**config.mk**
```make
export PLATFORM = sky130hd
export DESIGN_NAME = pc_sequencer
export DESIGN_NICKNAME = d
export VERILOG_FILES = /design/src/rtl/pc_seq_pkg.sv /design/src/rtl/branch_target_gen.sv /design/src/rtl/pc_sequencer.sv
export SDC_FILE = /design/constraint.sdc
export NUM_CORES = 1
export LEC_CHECK = 0
export BUFFER_PORTS_ARGS = -buffer_cell sky130_fd_sc_hd__buf_2
export CAP_MARGIN = 20
export CORE_MARGIN = 2
export CORE_UTILIZATION = 40
export DETAILED_ROUTE_END_ITERATION = 12
export PLACE_DENSITY_LB_ADDON = 0.2
export SYNTH_ARGS = -nofsm -noshare
export SYNTH_HDL_FRONTEND = slang
export SYNTH_SLANG_ARGS = --single-unit
```
**constraint.sdc**
```tcl
create_clock -name clk -period 6.2 [get_ports clk]
set_clock_uncertainty 0.2 [all_clocks]
set_input_delay 0.62 -clock clk [delete_from_list [all_inputs] [get_ports clk]]
set_output_delay 0.62 -clock clk [all_outputs]
set_load 0.03 [all_outputs]
```
**src/rtl/pc_seq_pkg.sv**
```systemverilog
`default_nettype none
// ============================================================================
//  Module      : pc_seq_pkg
//  Description : Shared types and constants for the PC sequencer.
//  Revision    : 1.0 - initial release
// ============================================================================
package pc_seq_pkg;

    // Sequencer state; REDIRECT is the one-cycle wrong-path kill slot
    typedef enum logic [1:0] {
        BOOT     = 2'd0,
        FETCH    = 2'd1,
        REDIRECT = 2'd2
    } state_e;

    // Byte distance between consecutive instruction words
    localparam logic [31:0] PC_INCR = 32'd4;

    // Sign-extend a word-unit branch offset and convert it to a byte offset
    function automatic logic [31:0] branch_byte_offset(input logic [15:0] imm);
        return {{14{imm[15]}}, imm, 2'b00};
    endfunction

endpackage
`default_nettype wire

```
**src/rtl/branch_target_gen.sv**
```systemverilog
`default_nettype none
// ============================================================================
//  Module      : branch_target_gen
//  Description : Combinational sequential / branch / jump target generation.
//                All additions wrap modulo 2^32.
//  Revision    : 1.0 - initial release
// ============================================================================
module branch_target_gen
    import pc_seq_pkg::*;
(
    input  logic [31:0] pc,
    input  logic [15:0] branch_imm,
    input  logic [25:0] jump_index,
    output logic [31:0] seq_target,
    output logic [31:0] branch_target,
    output logic [31:0] jump_target
);

    // Branch offsets are relative to the delay-slot address, jumps keep its region
    assign seq_target    = pc + PC_INCR;
    assign branch_target = seq_target + branch_byte_offset(branch_imm);
    assign jump_target   = {seq_target[31:28], jump_index, 2'b00};

endmodule
`default_nettype wire

```
**src/rtl/pc_sequencer.sv**
```systemverilog
`default_nettype none
// ============================================================================
//  Module      : pc_sequencer
//  Description : Program counter owner for the single-issue MIPS core. Issues
//                fetch addresses with a ready handshake and applies
//                sequential / branch / jump redirects.
//                Build macro BRANCH_DELAY_SLOT_EN: taken redirects are deferred
//                by one fetch (delay slot executed, no flush). Undefined: the
//                redirect is immediate and the wrong-path fetch is flushed.
//  Revision    : 1.0 - initial release
// ============================================================================
module pc_sequencer
    import pc_seq_pkg::*;
#(
    parameter logic [31:0] RESET_VECTOR = 32'h0000_0000
) (
    input  logic        clk,
    input  logic        reset,
    input  logic        stall,
    input  logic        branch_req,
    input  logic        branch_taken,
    input  logic [15:0] branch_imm,
    input  logic        jump_req,
    input  logic [25:0] jump_index,
    input  logic        imem_ready,
    output logic [31:0] pc,
    output logic        pc_valid,
    output logic [31:0] pc_plus4,
    output logic        redirect_ack,
    output logic        flush
);

    state_e      state_q, state_d;
    logic [31:0] pc_q, pc_d;
    logic        pc_valid_q, pc_valid_d;

    logic [31:0] w_seq_target;
    logic [31:0] w_branch_target;
    logic [31:0] w_jump_target;
    logic [31:0] w_redir_target;
    logic        w_advance;
    logic        w_take;
    logic        w_ack;

    branch_target_gen u_target_gen (
        .pc            (pc_q),
        .branch_imm    (branch_imm),
        .jump_index    (jump_index),
        .seq_target    (w_seq_target),
        .branch_target (w_branch_target),
        .jump_target   (w_jump_target)
    );

    // Stall dominates the imem handshake; nothing moves outside FETCH
    assign w_advance      = (state_q == FETCH) && imem_ready && !stall;
    assign w_take         = jump_req || (branch_req && branch_taken);
    assign w_redir_target = jump_req ? w_jump_target : w_branch_target;

`ifdef BRANCH_DELAY_SLOT_EN
    logic        pending_q, pending_d;
    logic [31:0] pend_target_q, pend_target_d;

    // Next-state: a taken redirect first fetches the delay slot, then the target
    always_comb begin
        state_d       = state_q;
        pc_d          = pc_q;
        pending_d     = pending_q;
        pend_target_d = pend_target_q;
        w_ack         = 1'b0;
        case (state_q)
            BOOT:  state_d = FETCH;
            FETCH: begin
                if (w_advance) begin
                    if (pending_q) begin
                        pc_d      = pend_target_q;
                        pending_d = 1'b0;
                    end else begin
                        w_ack = jump_req || branch_req;
                        pc_d  = w_seq_target;
                        if (w_take) begin
                            pending_d     = 1'b1;
                            pend_target_d = w_redir_target;
                        end
                    end
                end
            end
            default: state_d = FETCH;
        endcase
        pc_valid_d = (state_d == FETCH);
    end

    // State, PC and pending-target registers
    always_ff @(posedge clk) begin
        if (reset) begin
            state_q       <= BOOT;
            pc_q          <= RESET_VECTOR;
            pc_valid_q    <= 1'b0;
            pending_q     <= 1'b0;
            pend_target_q <= 32'd0;
        end else begin
            state_q       <= state_d;
            pc_q          <= pc_d;
            pc_valid_q    <= pc_valid_d;
            pending_q     <= pending_d;
            pend_target_q <= pend_target_d;
        end
    end

    assign flush = 1'b0;
`else
    logic flush_q, flush_d;

    // Next-state: a taken redirect loads the target and spends one cycle flushing
    always_comb begin
        state_d = state_q;
        pc_d    = pc_q;
        w_ack   = 1'b0;
        case (state_q)
            BOOT:  state_d = FETCH;
            FETCH: begin
                if (w_advance) begin
                    w_ack = jump_req || branch_req;
                    if (w_take) begin
                        pc_d    = w_redir_target;
                        state_d = REDIRECT;
                    end else begin
                        pc_d = w_seq_target;
                    end
                end
            end
            REDIRECT: state_d = FETCH;
            default:  state_d = BOOT;
        endcase
        pc_valid_d = (state_d == FETCH);
        flush_d    = (state_d == REDIRECT);
    end

    // State, PC and registered fetch-control outputs
    always_ff @(posedge clk) begin
        if (reset) begin
            state_q    <= BOOT;
            pc_q       <= RESET_VECTOR;
            pc_valid_q <= 1'b0;
            flush_q    <= 1'b0;
        end else begin
            state_q    <= state_d;
            pc_q       <= pc_d;
            pc_valid_q <= pc_valid_d;
            flush_q    <= flush_d;
        end
    end

    assign flush = flush_q;
`endif

    assign pc           = pc_q;
    assign pc_valid     = pc_valid_q;
    assign pc_plus4     = w_seq_target;
    assign redirect_ack = w_ack;

endmodule
`default_nettype wire

```
==> reports/metrics.csv, run 1 <==
stage;metric;value;unit
clock_network;Max H-tree Level;2;
power_and_ir_drop;maximum VDD drop;101;uV
timing;final-report setup violation count;0;
placed_design;placed inst area;4600;sq um
synth;post-synthesis sequential area ratio;17.1;%
synth;ys flop type;dfxtp_1;
synth;Async S/R FF share, synth;0;%
synth;Cells after Synth;556;
placed_design;IO Port Bufs;111;
timing;Max transition margin;36.5;%
timing;RSZ-0062 raised after global routing;no;
global_routing;gr ovfl total;0;
detailed_routing;drt total wl;14100;microns
timing;Max Slew Vio Count;0;
global_routing;first-pass GRT wire length;22200;microns
cells_and_area;n_diodes;0;
worst_setup_path;Critical Path Start;pc[2];
detailed_routing;Antenna Violating Nets Remaining;0;
detailed_routing;DRC;0;
floorplanning;# IOs;116;
floorplanning;die width;104;microns
cells_and_area;Final Net Count;733;
clock_network;CTS Buf Count;5;
detailed_routing;DRT Pass-1 Iters;5;
synth;Netlist Area Pre-Place;3980;sq um
timing;part of the cycle the worst path needs;75.8;%
clock_network;CTS Hold Bufs;0;
worst_setup_path;Worst path max stage delay;0.60;ns
global_routing;initial antenna violation count;0;
clock_network;clock root buffer;clkbuf_8;
timing;highest clock rate;213;MHz
floorplanning;Die Area;10800;sq um
clock_network;clk sink count;34;
clock_network;TritonCTS clock tree;built;
timing;Worst-Margin Slew;0.952;ns
worst_setup_path;Crit Path Max Fanout;7;
clock_network;cts repair resizes;0;
power_and_ir_drop;power density cells;155;nW/um^2
floorplanning;number of core rows;36;
run;max_cap viols;0;
synth;count of cell types in the netlist;62;
worst_setup_path;FF-to-FF path depth;16;
timing;Setup TNS;0;ns
worst_setup_path;Critical-path top delay cell;nor4_1;
synth;Syn. warnings;0;
synth;synthesized flop and latch total;34;
min_path;hold crit path type;flip-flop to flip-flop;
worst_setup_path;R2R setup slack;1.50;ns
detailed_routing;Via-to-Cell Ratio;5.78;
global_routing;vias in the first global route;4241;
floorplanning;Starting Density;40.9;%
outcome;status;complete, no violations;
worst_setup_path;critical path type;flip-flop to flip-flop;
timing;Final min period;4.70;ns
detailed_routing;DR iter-0 viols;290;
clock_network;worst skew pair latency;0.30;ns
worst_setup_path;Crit. End Element;flip-flop;
clock_network;post-CTS setup repair buffer count;0;
worst_setup_path;startpoint types;flip-flop;
floorplanning;Die Y;104;microns
cells_and_area;area grow syn2layout;18.9;%
cells_and_area;fraction of layout cells with a size suffix above 1;19.9;%
worst_setup_path;worst reg2reg path startpoint;pc[2];
worst_setup_path;Critical Path, Cell by Cell;ha_1, nand4_1, nor4_1, nand4_1, nor2_1, nand2_1, xnor2_1, ha_1, o21a_1, o21a_1, o21ai_0, nor4_1, a211oi_1, o211ai_1, mux2i_1, mux2_1;
placed_design;DP Wirelength;10700;microns
clock_network;clock slew at reported path FFs;0.09;ns
detailed_routing;drt wl/cell;18.1;microns
worst_setup_path;Worst EP required;6.20;ns
floorplanning;core box area;9730;sq um
power_and_ir_drop;Pwr Total;736;uW
worst_setup_path;reg-to-reg critical path endpoint;pc[31];
worst_setup_path;CP endpoint;pc[31];
placed_design;GP Congestion;0.941;
detailed_routing;Via Count;4512;
synth;Mapped Avg Cell Area;7.17;sq um
timing;final hold vios;0;
clock_network;CTS max path bufs;2;
global_routing;largest net degree at the start of global routing;32;
cells_and_area;fin area;4740;sq um
power_and_ir_drop;LEAKAGE;0.00224;uW
global_routing;Total GRT Usage;25.6;%
synth;EDFF count, synth;0;
worst_setup_path;Crit path arrival time;4.69;ns
synth_stat cells (2+ instances only):
| master | count | area, sq um |
|---|---|---|
| o21ai_0 | 29 | 145 |
| o21a_1 | 5 | 37.5 |
| nor2_1 | 53 | 199 |
| o21bai_1 | 8 | 60.1 |
| nand2_1 | 70 | 263 |
| buf_1 | 2 | 7.51 |
| a21boi_0 | 2 | 15.0 |
| o221ai_1 | 4 | 35.0 |
| xor2_1 | 19 | 166 |
| or3_1 | 8 | 50.1 |
| a22oi_1 | 3 | 22.5 |
| clkbuf_1 | 21 | 78.8 |
| a311oi_1 | 3 | 26.3 |
| a2111oi_0 | 2 | 17.5 |
| o22ai_1 | 4 | 25.0 |
| nor3b_1 | 5 | 37.5 |
| nor2b_1 | 3 | 18.8 |
| nor3_1 | 8 | 40.0 |
| nand2b_1 | 9 | 56.3 |
| a31oi_1 | 5 | 31.3 |
| nand4_1 | 13 | 81.3 |
| a21o_1 | 20 | 150 |
| xnor2_1 | 29 | 254 |
| nand3_1 | 18 | 90.1 |
| o31ai_1 | 4 | 30.0 |
| o211a_1 | 2 | 20.0 |
| ha_1 | 36 | 450 |
| dfxtp_1 | 34 | 681 |
| mux2_2 | 2 | 22.5 |
| mux2i_1 | 3 | 30.0 |
| a21oi_1 | 59 | 295 |
| buf_2 | 4 | 20.0 |
| and3_1 | 8 | 50.1 |
| buf_4 | 5 | 37.5 |
| o211ai_1 | 12 | 90.1 |
| nor4_1 | 3 | 18.8 |
| inv_1 | 8 | 30.0 |
| a211oi_1 | 7 | 52.6 |
| and4_1 | 3 | 26.3 |
per-layer routing:
metal,wire length (microns),track usage [%]
met2,6510,42.4
met5,0,0
met1,6260,34.0
met4,323,8.49
met3,1050,4.03
worst max-delay path, delay by kind of cell (launching register included):
| kind | cells | cell delay, ns |
|---|---|---|
| and+or+nand+nor | 6 | 1.55 |
| AOI/OAI and AO/OA | 5 | 0.93 |
| adders and majority gates | 2 | 0.67 |
| muxes | 2 | 0.51 |
| DFF | 1 | 0.46 |
| xor gates and xnor gates | 1 | 0.28 |
final cells by class:
class / count / area [sq um]
Sequential cell: 34 / 681
Inverter: 9 / 33.8
Clock inverter: 3 / 68.8
Fill cell: 989 / 4990
Timing Repair Buffer: 114 / 578
Multi-Input combinational cell: 483 / 3140
Tap cell: 133 / 166
Clock buffer: 5 / 68.8
report_power, final:
part	total, uW	switching [uW]	internal (uW)
logic	233	151	82.8
registers	238	12.3	226
clock network	264	102	161
total	736	265	470
cell usage in the layout (no fill, tap or decap), types with 4 or more instances in the layout:
cell,count
a211oi_1,7
a21o_1,20
a21oi_1,59
a31oi_1,5
and3_1,8
buf_2,111
clkbuf_8,5
conb_1,4
dfxtp_1,34
ha_1,36
inv_1,8
nand2_1,70
nand2b_1,9
nand3_1,18
nand4_1,13
nor2_1,53
nor3_1,8
nor3b_1,5
o211ai_1,12
o21a_1,5
o21ai_0,29
o21bai_1,8
o221ai_1,4
o22ai_1,4
o31ai_1,4
or3_1,8
xnor2_1,29
xor2_1,19
registers in the layout, summed over array words and instances (netlist names):
register / cells
pc: 30
state_q: 2
flush: 1
pc_valid: 1
cell families after synthesis:
family | after synthesis | synth area share, %
AOI/OAI and AO/OA | 176 | 28.1
and+or+nand+nor | 212 | 26.0
DFF | 34 | 17.1
muxes | 6 | 1.60
other | 1 | 0.0941
buffers and inverters | 42 | 4.74
xor gates and xnor gates | 48 | 10.6
adders and majority gates | 37 | 11.8
metrics by stage:
step	std cells	hold slack, ns	setup WS (ns)	util (%)
floorplan	559	0.242	1.35	-
global placement	773	0.261	1.72	47.3
detailed placement	773	0.271	1.59	47.3
CTS	781	0.290	1.58	48.7
global route	781	0.316	1.12	48.7
finish	781	0.288	1.50	48.7
how the worst min path moves through the flow:
stage	from	to	slack (ns)	depth (start not counted)
after floorplan	state_q[0]	pc_valid	0.24	1
after global placement	state_q[0]	pc_valid	0.26	1
after detailed placement	state_q[0]	state_q[0]	0.27	1
after CTS	state_q[0]	state_q[0]	0.29	1
after global routing	state_q[0]	state_q[0]	0.32	1
final	state_q[0]	state_q[0]	0.29	1
Note: power is estimated with default switching activity, not from simulation.
==> inputs of run 2 (changes only) <==
==> constraint.sdc (replaced) <==
create_clock -name clk -period 4.05 [get_ports clk]
set_clock_uncertainty 0.2 [all_clocks]
set_input_delay 0.405 -clock clk [delete_from_list [all_inputs] [get_ports clk]]
set_output_delay 0.405 -clock clk [all_outputs]
set_load 0.03 [all_outputs]
==> run 2 against run 1 <==
  * Utilization grew 7.5 points
  * Final cell count grew 6.4%
  * Clock power grew 52%
  * Routed wire length grew 3.3%
  * Combinational power grew 73%
  * Total power grew 58%
  * First-iteration DRC count shrank 38%
  * Global-route usage grew 0.95 points
  * Maximum frequency grew 21%
  * Non-clock buffer count grew 50
  * Critical path depth shrank 2
==> reports/metrics.csv, run 2 (synthesis results as in run 1) <==
stage;metric;value;unit;change
detailed_routing;DR iter-0 viols;180;;-38%
worst_setup_path;Critical-path top delay cell;or4b_4;;
timing;final hold vios;0;;unchanged
detailed_routing;DRC;0;;unchanged
power_and_ir_drop;power density cells;213;nW/um^2;+37%
clock_network;Max H-tree Level;2;;unchanged
worst_setup_path;Worst EP required;4.05;ns;-2.15 ns
worst_setup_path;worst reg2reg path startpoint;pc[3];;
cells_and_area;area grow syn2layout;37.3;%;
timing;Max Slew Vio Count;0;;unchanged
global_routing;initial antenna violation count;0;;unchanged
global_routing;gr ovfl total;0;;unchanged
worst_setup_path;FF-to-FF path depth;14;;-2
timing;final-report setup violation count;0;;unchanged
power_and_ir_drop;LEAKAGE;0.00262;uW;+17%
placed_design;GP Congestion;0.941;;about the same
clock_network;clk sink count;34;;unchanged
floorplanning;Die Y;104;microns;unchanged
worst_setup_path;Worst path max stage delay;0.49;ns;-0.11 ns
timing;Max transition margin;54.3;%;+18 points
floorplanning;# IOs;116;;unchanged
cells_and_area;most common cell after layout, fill and taps aside;buf_2;;
clock_network;clock root buffer;clkbuf_8;;
detailed_routing;drt total wl;14600;microns;+3.3%
floorplanning;Starting Density;40.9;%;unchanged
floorplanning;die width;104;microns;unchanged
power_and_ir_drop;maximum VDD drop;140;uV;+39%
timing;part of the cycle the worst path needs;95.5;%;+20 points
outcome;status;complete, no violations;;
clock_network;CTS Buf Count;5;;unchanged
worst_setup_path;CP endpoint;pc[31];;
global_routing;first-pass GRT wire length;23100;microns;+4.2%
cells_and_area;fin cells;831;;+6.4%
worst_setup_path;reg-to-reg critical path endpoint;pc[31];;
worst_setup_path;Crit. End Element;flip-flop;;
timing;Worst-Margin Slew;0.686;ns;-0.266 ns
power_and_ir_drop;sw power;416;uW;+57%
cells_and_area;max reg flops;30;;unchanged
power_and_ir_drop;Seq pwr share;30.9;%;-1.5 points
global_routing;Total GRT Usage;26.5;%;+0.95 points
floorplanning;core box area;9730;sq um;unchanged
power_and_ir_drop;sw frac;35.7;%;-0.37 points
detailed_routing;drt wl/cell;17.6;microns;-2.9%
placed_design;dpl cells;820;;+6.1%
power_and_ir_drop;Clock Power Share;34.4;%;-1.5 points
worst_setup_path;Crit path arrival time;3.86;ns;-0.83 ns
detailed_routing;Antenna Violating Nets Remaining;0;;unchanged
worst_setup_path;startpoint types;flip-flop;;
power_and_ir_drop;P_int;750;uW;+59%
clock_network;TritonCTS clock tree;built;;
clock_network;CTS max path bufs;2;;unchanged
timing;RSZ-0062 raised after global routing;yes;;
worst_setup_path;R2R setup slack;0.18;ns;-1.32 ns
min_path;hold path depth;3;;+2
detailed_routing;DRT Pass-1 Iters;5;;unchanged
placed_design;IO Port Bufs;111;;unchanged
worst_setup_path;Crit Path Max Fanout;5;;-2
power_and_ir_drop;Comb power frac;34.7;%;+3.0 points
min_path;hold crit path type;input pin to flip-flop;;
run;max_cap viols;0;;unchanged
cells_and_area;fraction of layout cells with a size suffix above 1;33.5;%;+14 points
cells_and_area;Final Net Count;783;;+6.8%
cells_and_area;commonest cells after routing, fill and taps aside;buf_2, nand2_1, a21oi_1, buf_4, nor2_1;;
global_routing;vias in the first global route;4496;;+6.0%
detailed_routing;Via-to-Cell Ratio;5.72;;-0.93%
timing;highest clock rate;259;MHz;+21%
clock_network;worst skew pair latency;0.30;ns;about the same
detailed_routing;Via Count;4756;;+5.4%
power_and_ir_drop;Pwr Total;1170;uW;+58%
worst_setup_path;Critical Path Start;pc[3];;
worst_setup_path;critical path type;flip-flop to flip-flop;;
worst_setup_path;Critical Path, Cell by Cell;and3_4, or4b_4, or2_4, nor3_4, buf_12, nand3_2, xnor2_4, ha_4, o21a_1, o21ai_2, or3_1, o211ai_1, mux2i_1, mux2_1;;
clock_network;clock slew at reported path FFs;0.09;ns;about the same
placed_design;DP Wirelength;11300;microns;+5.4%
timing;Final min period;3.87;ns;-0.831 ns
floorplanning;Die Area;10800;sq um;unchanged
floorplanning;number of core rows;36;;unchanged
global_routing;largest net degree at the start of global routing;32;;unchanged
cells_and_area;n_diodes;0;;unchanged
## run 2: changes by cell type in the layout (fill, tap and decap cells not counted), moves of 4 or more
cell | previous run | this run
buf_4 | 3 | 52
dfxtp_1 | 34 | 21
xnor2_1 | 29 | 17
dfxtp_2 | 0 | 11
xnor2_2 | 0 | 7
a21oi_1 | 59 | 53
a21oi_2 | 0 | 6
ha_1 | 36 | 31
nor2_1 | 53 | 48
xnor2_4 | 0 | 5
nor2_2 | 0 | 4
## run 2: timing repair
item | in CTS | in global routing
pin swaps | 1 | 7
buffers inserted | 1 | 2
hold buffers | 0 | 0
gates resized for setup | 1 | 24
setup endpoints to repair | 1 | 10
## run 2: critical path: cells and delay by family (launching register included)
family / cells / cell delay [ns]
and+or+nand+nor: 6 / 1.65
muxes: 2 / 0.55
AOI/OAI and AO/OA: 3 / 0.39
DFF: 1 / 0.38
adders and majority gates: 1 / 0.28
xor gates and xnor gates: 1 / 0.19
buffers and inverters: 1 / 0.15
## run 2: power by group through the flow
stage | clock network, uW | registers (uW) | logic [uW]
3_3_place_gp | 0 | 367 | 391
3_5_place_dp | 0 | 368 | 395
6_report | 401 | 360 | 404
2_1_floorplan | 0 | 391 | 239
5_1_grt | 416 | 362 | 438
4_1_cts | 403 | 360 | 397
## run 2: how the worst min path moves through the flow
stage	start	end	slack, ns
global placement	state_q[0]	state_q[0]	0.26
finish	jump_index[8]	pc[10]	0.20
CTS	jump_index[8]	pc[10]	0.20
detailed placement	state_q[0]	pc_valid	0.27
global route	jump_index[4]	pc[6]	0.22
floorplan	state_q[0]	pc_valid	0.24
## run 2: layout make-up
| cell class | count | area, sq um |
|---|---|---|
| sequential | 34 | 702 |
| timing repair buffer | 164 | 966 |
| clock buffer | 5 | 68.8 |
| fill | 993 | 4260 |
| multi-input combinational | 483 | 3460 |
| tap | 133 | 166 |
| clock inverter | 3 | 68.8 |
| inverter | 9 | 33.8 |
## run 2: through the flow
stage / area (sq um) / hold slack [ns] / util, % / setup TNS [ns] / setup slack (ns)
global route: 5470 / 0.224 / 56.2 / -0.103 / -0.0720
floorplan: 4280 / 0.242 / - / -0.129 / -0.129
finish: 5470 / 0.203 / 56.2 / 0 / 0.183
global placement: 5220 / 0.262 / 53.6 / 0 / 0.0967
detailed placement: 5220 / 0.272 / 53.6 / -0.00310 / -0.00310
CTS: 5380 / 0.202 / 55.3 / 0 / 0.00415
## run 2: metal layers
metal | track usage (%) | wire length (microns) | vias to the layer above | share of wire, %
met3 | 5.60 | 1320 | 34 | 9.1
met2 | 45.6 | 6940 | 199 | 47
met4 | 8.49 | 438 | 0 | 3.0
met1 | 33.2 | 5910 | 2218 | 40
li1 | - | - | 2305 | -
met5 | 0 | 0 | - | 0
==> inputs of run 3 (changes only) <==
==> constraint.sdc (replaced) <==
create_clock -name clk -period 4.05 [get_ports clk]
set_clock_uncertainty 0.2 [all_clocks]
set_input_delay 0 -clock clk [delete_from_list [all_inputs] [get_ports clk]]
set_output_delay 0 -clock clk [all_outputs]
set_load 0.03 [all_outputs]
==> run 3 against run 2 <==
  * Utilization rose by 2.6 points
  * Clock-buffer cell count did not move
  * Sequential share of layout area fell by 0.56 points
  * Total power rose by 0.83%
  * Largest power group unchanged
  * Critical endpoint unchanged
  * Critical path depth rose by 1
  * Largest cell class unchanged
  * Final cell count rose by 3.4%
==> reports/metrics.csv, run 3 (synthesis results as in run 1) <==
stage;metric;value;unit;change
timing;Max Slew Vio Count;0;;unchanged
worst_setup_path;critical path type;flip-flop to flip-flop;;
timing;Final min period;3.94;ns;+0.0715 ns
detailed_routing;drt total wl;14900;microns;+2.0%
cells_and_area;n_diodes;0;;unchanged
timing;Max transition margin;43.2;%;-11 points
timing;Setup TNS;0;ns;unchanged
global_routing;GR peak layer;met2;;
power_and_ir_drop;power density cells;206;nW/um^2;-3.6%
timing;part of the cycle the worst path needs;97.2;%;+1.8 points
power_and_ir_drop;maximum VDD drop;116;uV;-17%
cells_and_area;fraction of layout cells with a size suffix above 1;33.2;%;-0.33 points
global_routing;gr ovfl total;0;;unchanged
detailed_routing;Antenna Violating Nets Remaining;0;;unchanged
worst_setup_path;FF-to-FF path depth;15;;+1
power_and_ir_drop;Pwr Total;1180;uW;+0.83%
power_and_ir_drop;LEAKAGE;0.00271;uW;+3.6%
global_routing;vias in the first global route;4692;;+4.4%
cells_and_area;most common cell after layout, fill and taps aside;buf_2;;
placed_design;GP Congestion;0.944;;+0.34%
worst_setup_path;Crit. End Element;flip-flop;;
timing;final hold vios;0;;unchanged
global_routing;Total GRT Usage;27.2;%;+0.64 points
cells_and_area;fin area;5720;sq um;+4.6%
clock_network;clk sink count;34;;unchanged
placed_design;dpl cells;819;;-0.12%
placed_design;DP Wirelength;11400;microns;+0.89%
worst_setup_path;startpoint types;flip-flop;;
clock_network;TritonCTS clock tree;built;;
min_path;hold crit path type;input pin to flip-flop;;
detailed_routing;Via Count;4884;;+2.7%
run;max_cap viols;0;;unchanged
worst_setup_path;Crit path arrival time;3.93;ns;+0.07 ns
clock_network;clock slew at reported path FFs;0.08;ns;about the same
cells_and_area;fin util;58.8;%;+2.6 points
global_routing;routing usage on met1;33.7;%;+0.49 points
worst_setup_path;Worst EP required;4.04;ns;about the same
cells_and_area;fin cells;859;;+3.4%
timing;final-report setup violation count;0;;unchanged
floorplanning;Starting Density;40.9;%;unchanged
floorplanning;Die Area;10800;sq um;unchanged
cells_and_area;commonest cells after routing, fill and taps aside;buf_2, nand2_1, buf_4, a21oi_1, nor2_1;;
clock_network;worst skew pair latency;0.29;ns;about the same
global_routing;met3 Track Usage GR;4.09;%;-1.5 points
global_routing;largest net degree at the start of global routing;32;;unchanged
global_routing;M2 GR Usage;48.1;%;+2.5 points
global_routing;initial antenna violation count;0;;unchanged
clock_network;CTS max path bufs;2;;unchanged
cells_and_area;max reg flops;30;;unchanged
cells_and_area;fillers;942;;-5.1%
worst_setup_path;worst reg2reg path startpoint;pc[3];;
clock_network;clock root buffer;clkbuf_8;;
cells_and_area;area grow syn2layout;43.6;%;
detailed_routing;DRT Pass-1 Iters;5;;unchanged
timing;highest clock rate;254;MHz;-1.8%
clock_network;CTS Buf Count;5;;unchanged
worst_setup_path;Critical Path Start;pc[3];;
floorplanning;core box area;9730;sq um;unchanged
timing;Worst-Margin Slew;0.849;ns;+0.164 ns
worst_setup_path;reg-to-reg critical path endpoint;pc[31];;
worst_setup_path;CP endpoint;pc[31];;
detailed_routing;Via-to-Cell Ratio;5.69;;-0.66%
timing;RSZ-0062 raised after global routing;yes;;
global_routing;first-pass GRT wire length;23600;microns;+2.1%
detailed_routing;DR iter-0 viols;271;;+51%
detailed_routing;drt wl/cell;17.3;microns;-1.3%
outcome;status;complete, no violations;;
clock_network;Max H-tree Level;2;;unchanged
worst_setup_path;R2R setup slack;0.11;ns;-0.07 ns
placed_design;placed inst area;5210;sq um;-0.14%
floorplanning;die width;104;microns;unchanged
floorplanning;number of core rows;36;;unchanged
floorplanning;Die Y;104;microns;unchanged
cells_and_area;Final Net Count;811;;+3.6%
floorplanning;# IOs;116;;unchanged
placed_design;IO Port Bufs;111;;unchanged
worst_setup_path;Crit Path Max Fanout;5;;unchanged
detailed_routing;DRC;0;;unchanged
==> run 3: cell types whose count changed in the layout (fill, tap and decap cells not counted), sizes merged <==
| cell | change |
|---|---|
| dlygate4sd3 | +22 |
| buf | +6 |
==> run 3: final cells by class <==
type                    count  area (sq um)  share of cell area (%)
clock buffers               5          68.8                    1.20
clock inverters             3          68.8                    1.20
inverters                   9          33.8                   0.591
multi-input cells         483          3460                    60.5
flip-flops and latches     34           702                    12.3
well taps                 133           166                    2.91
repair buffers            192          1220                    21.3
==> run 3: repair_timing <==
| action | in CTS | in global routing |
|---|---|---|
| hold buffers | 22 | 0 |
| gates resized for setup | 2 | 23 |
| setup buffers | 1 | 9 |
| endpoints found under the setup margin | 1 | 11 |
| endpoints found under the hold margin | 22 | 0 |
| pin swaps | 1 | 12 |
==> run 3: power breakdown <==
part	switching, uW	total (uW)	internal (uW)
registers	14.7	361	346
logic	250	422	172
clock network	146	393	247
total	411	1180	765
==> run 3: through the flow <==
| stage | worst slack (ns) | hold WS [ns] |
|---|---|---|
| finish | 0.112 | 0.0107 |
| global route | -0.0504 | 0.0311 |
| CTS | 0.0205 | 0.00948 |
| detailed placement | -0.0124 | 0.107 |
| global placement | 0.0797 | 0.0920 |
| floorplan | -0.129 | -0.0243 |
==> run 3: layer usage <==
metal | vias up | wire [microns]
li1 | 2363 | -
met1 | 2284 | 6090
met2 | 207 | 7280
met3 | 30 | 1120
met4 | 0 | 405
met5 | - | 0
==> run 3: worst min-delay path by stage <==
stage	start	end	slack, ns	cells past startpoint
6_report	jump_index[17]	pc[19]	0.01	5
5_1_grt	reset	pc[4]	0.03	2
4_1_cts	jump_index[17]	pc[19]	0.009	5
3_5_place_dp	jump_index[8]	pc[10]	0.11	3
3_3_place_gp	jump_index[21]	pc[23]	0.09	3
2_1_floorplan	jump_index[8]	pc[10]	-0.02	2
==> run 3: critical path: stages, from the launching register on <==
cell	delay, ns
dfxtp_2	0.37
ha_2	0.21
and4_2	0.29
nand2_1	0.10
nor2_1	0.14
xor2_1	0.27
ha_1	0.35
a21oi_1	0.25
o21ai_0	0.20
a211o_1	0.31
and3_4	0.20
nor2_4	0.12
o2111ai_1	0.13
o211ai_1	0.14
mux2i_1	0.22
mux2_1	0.33
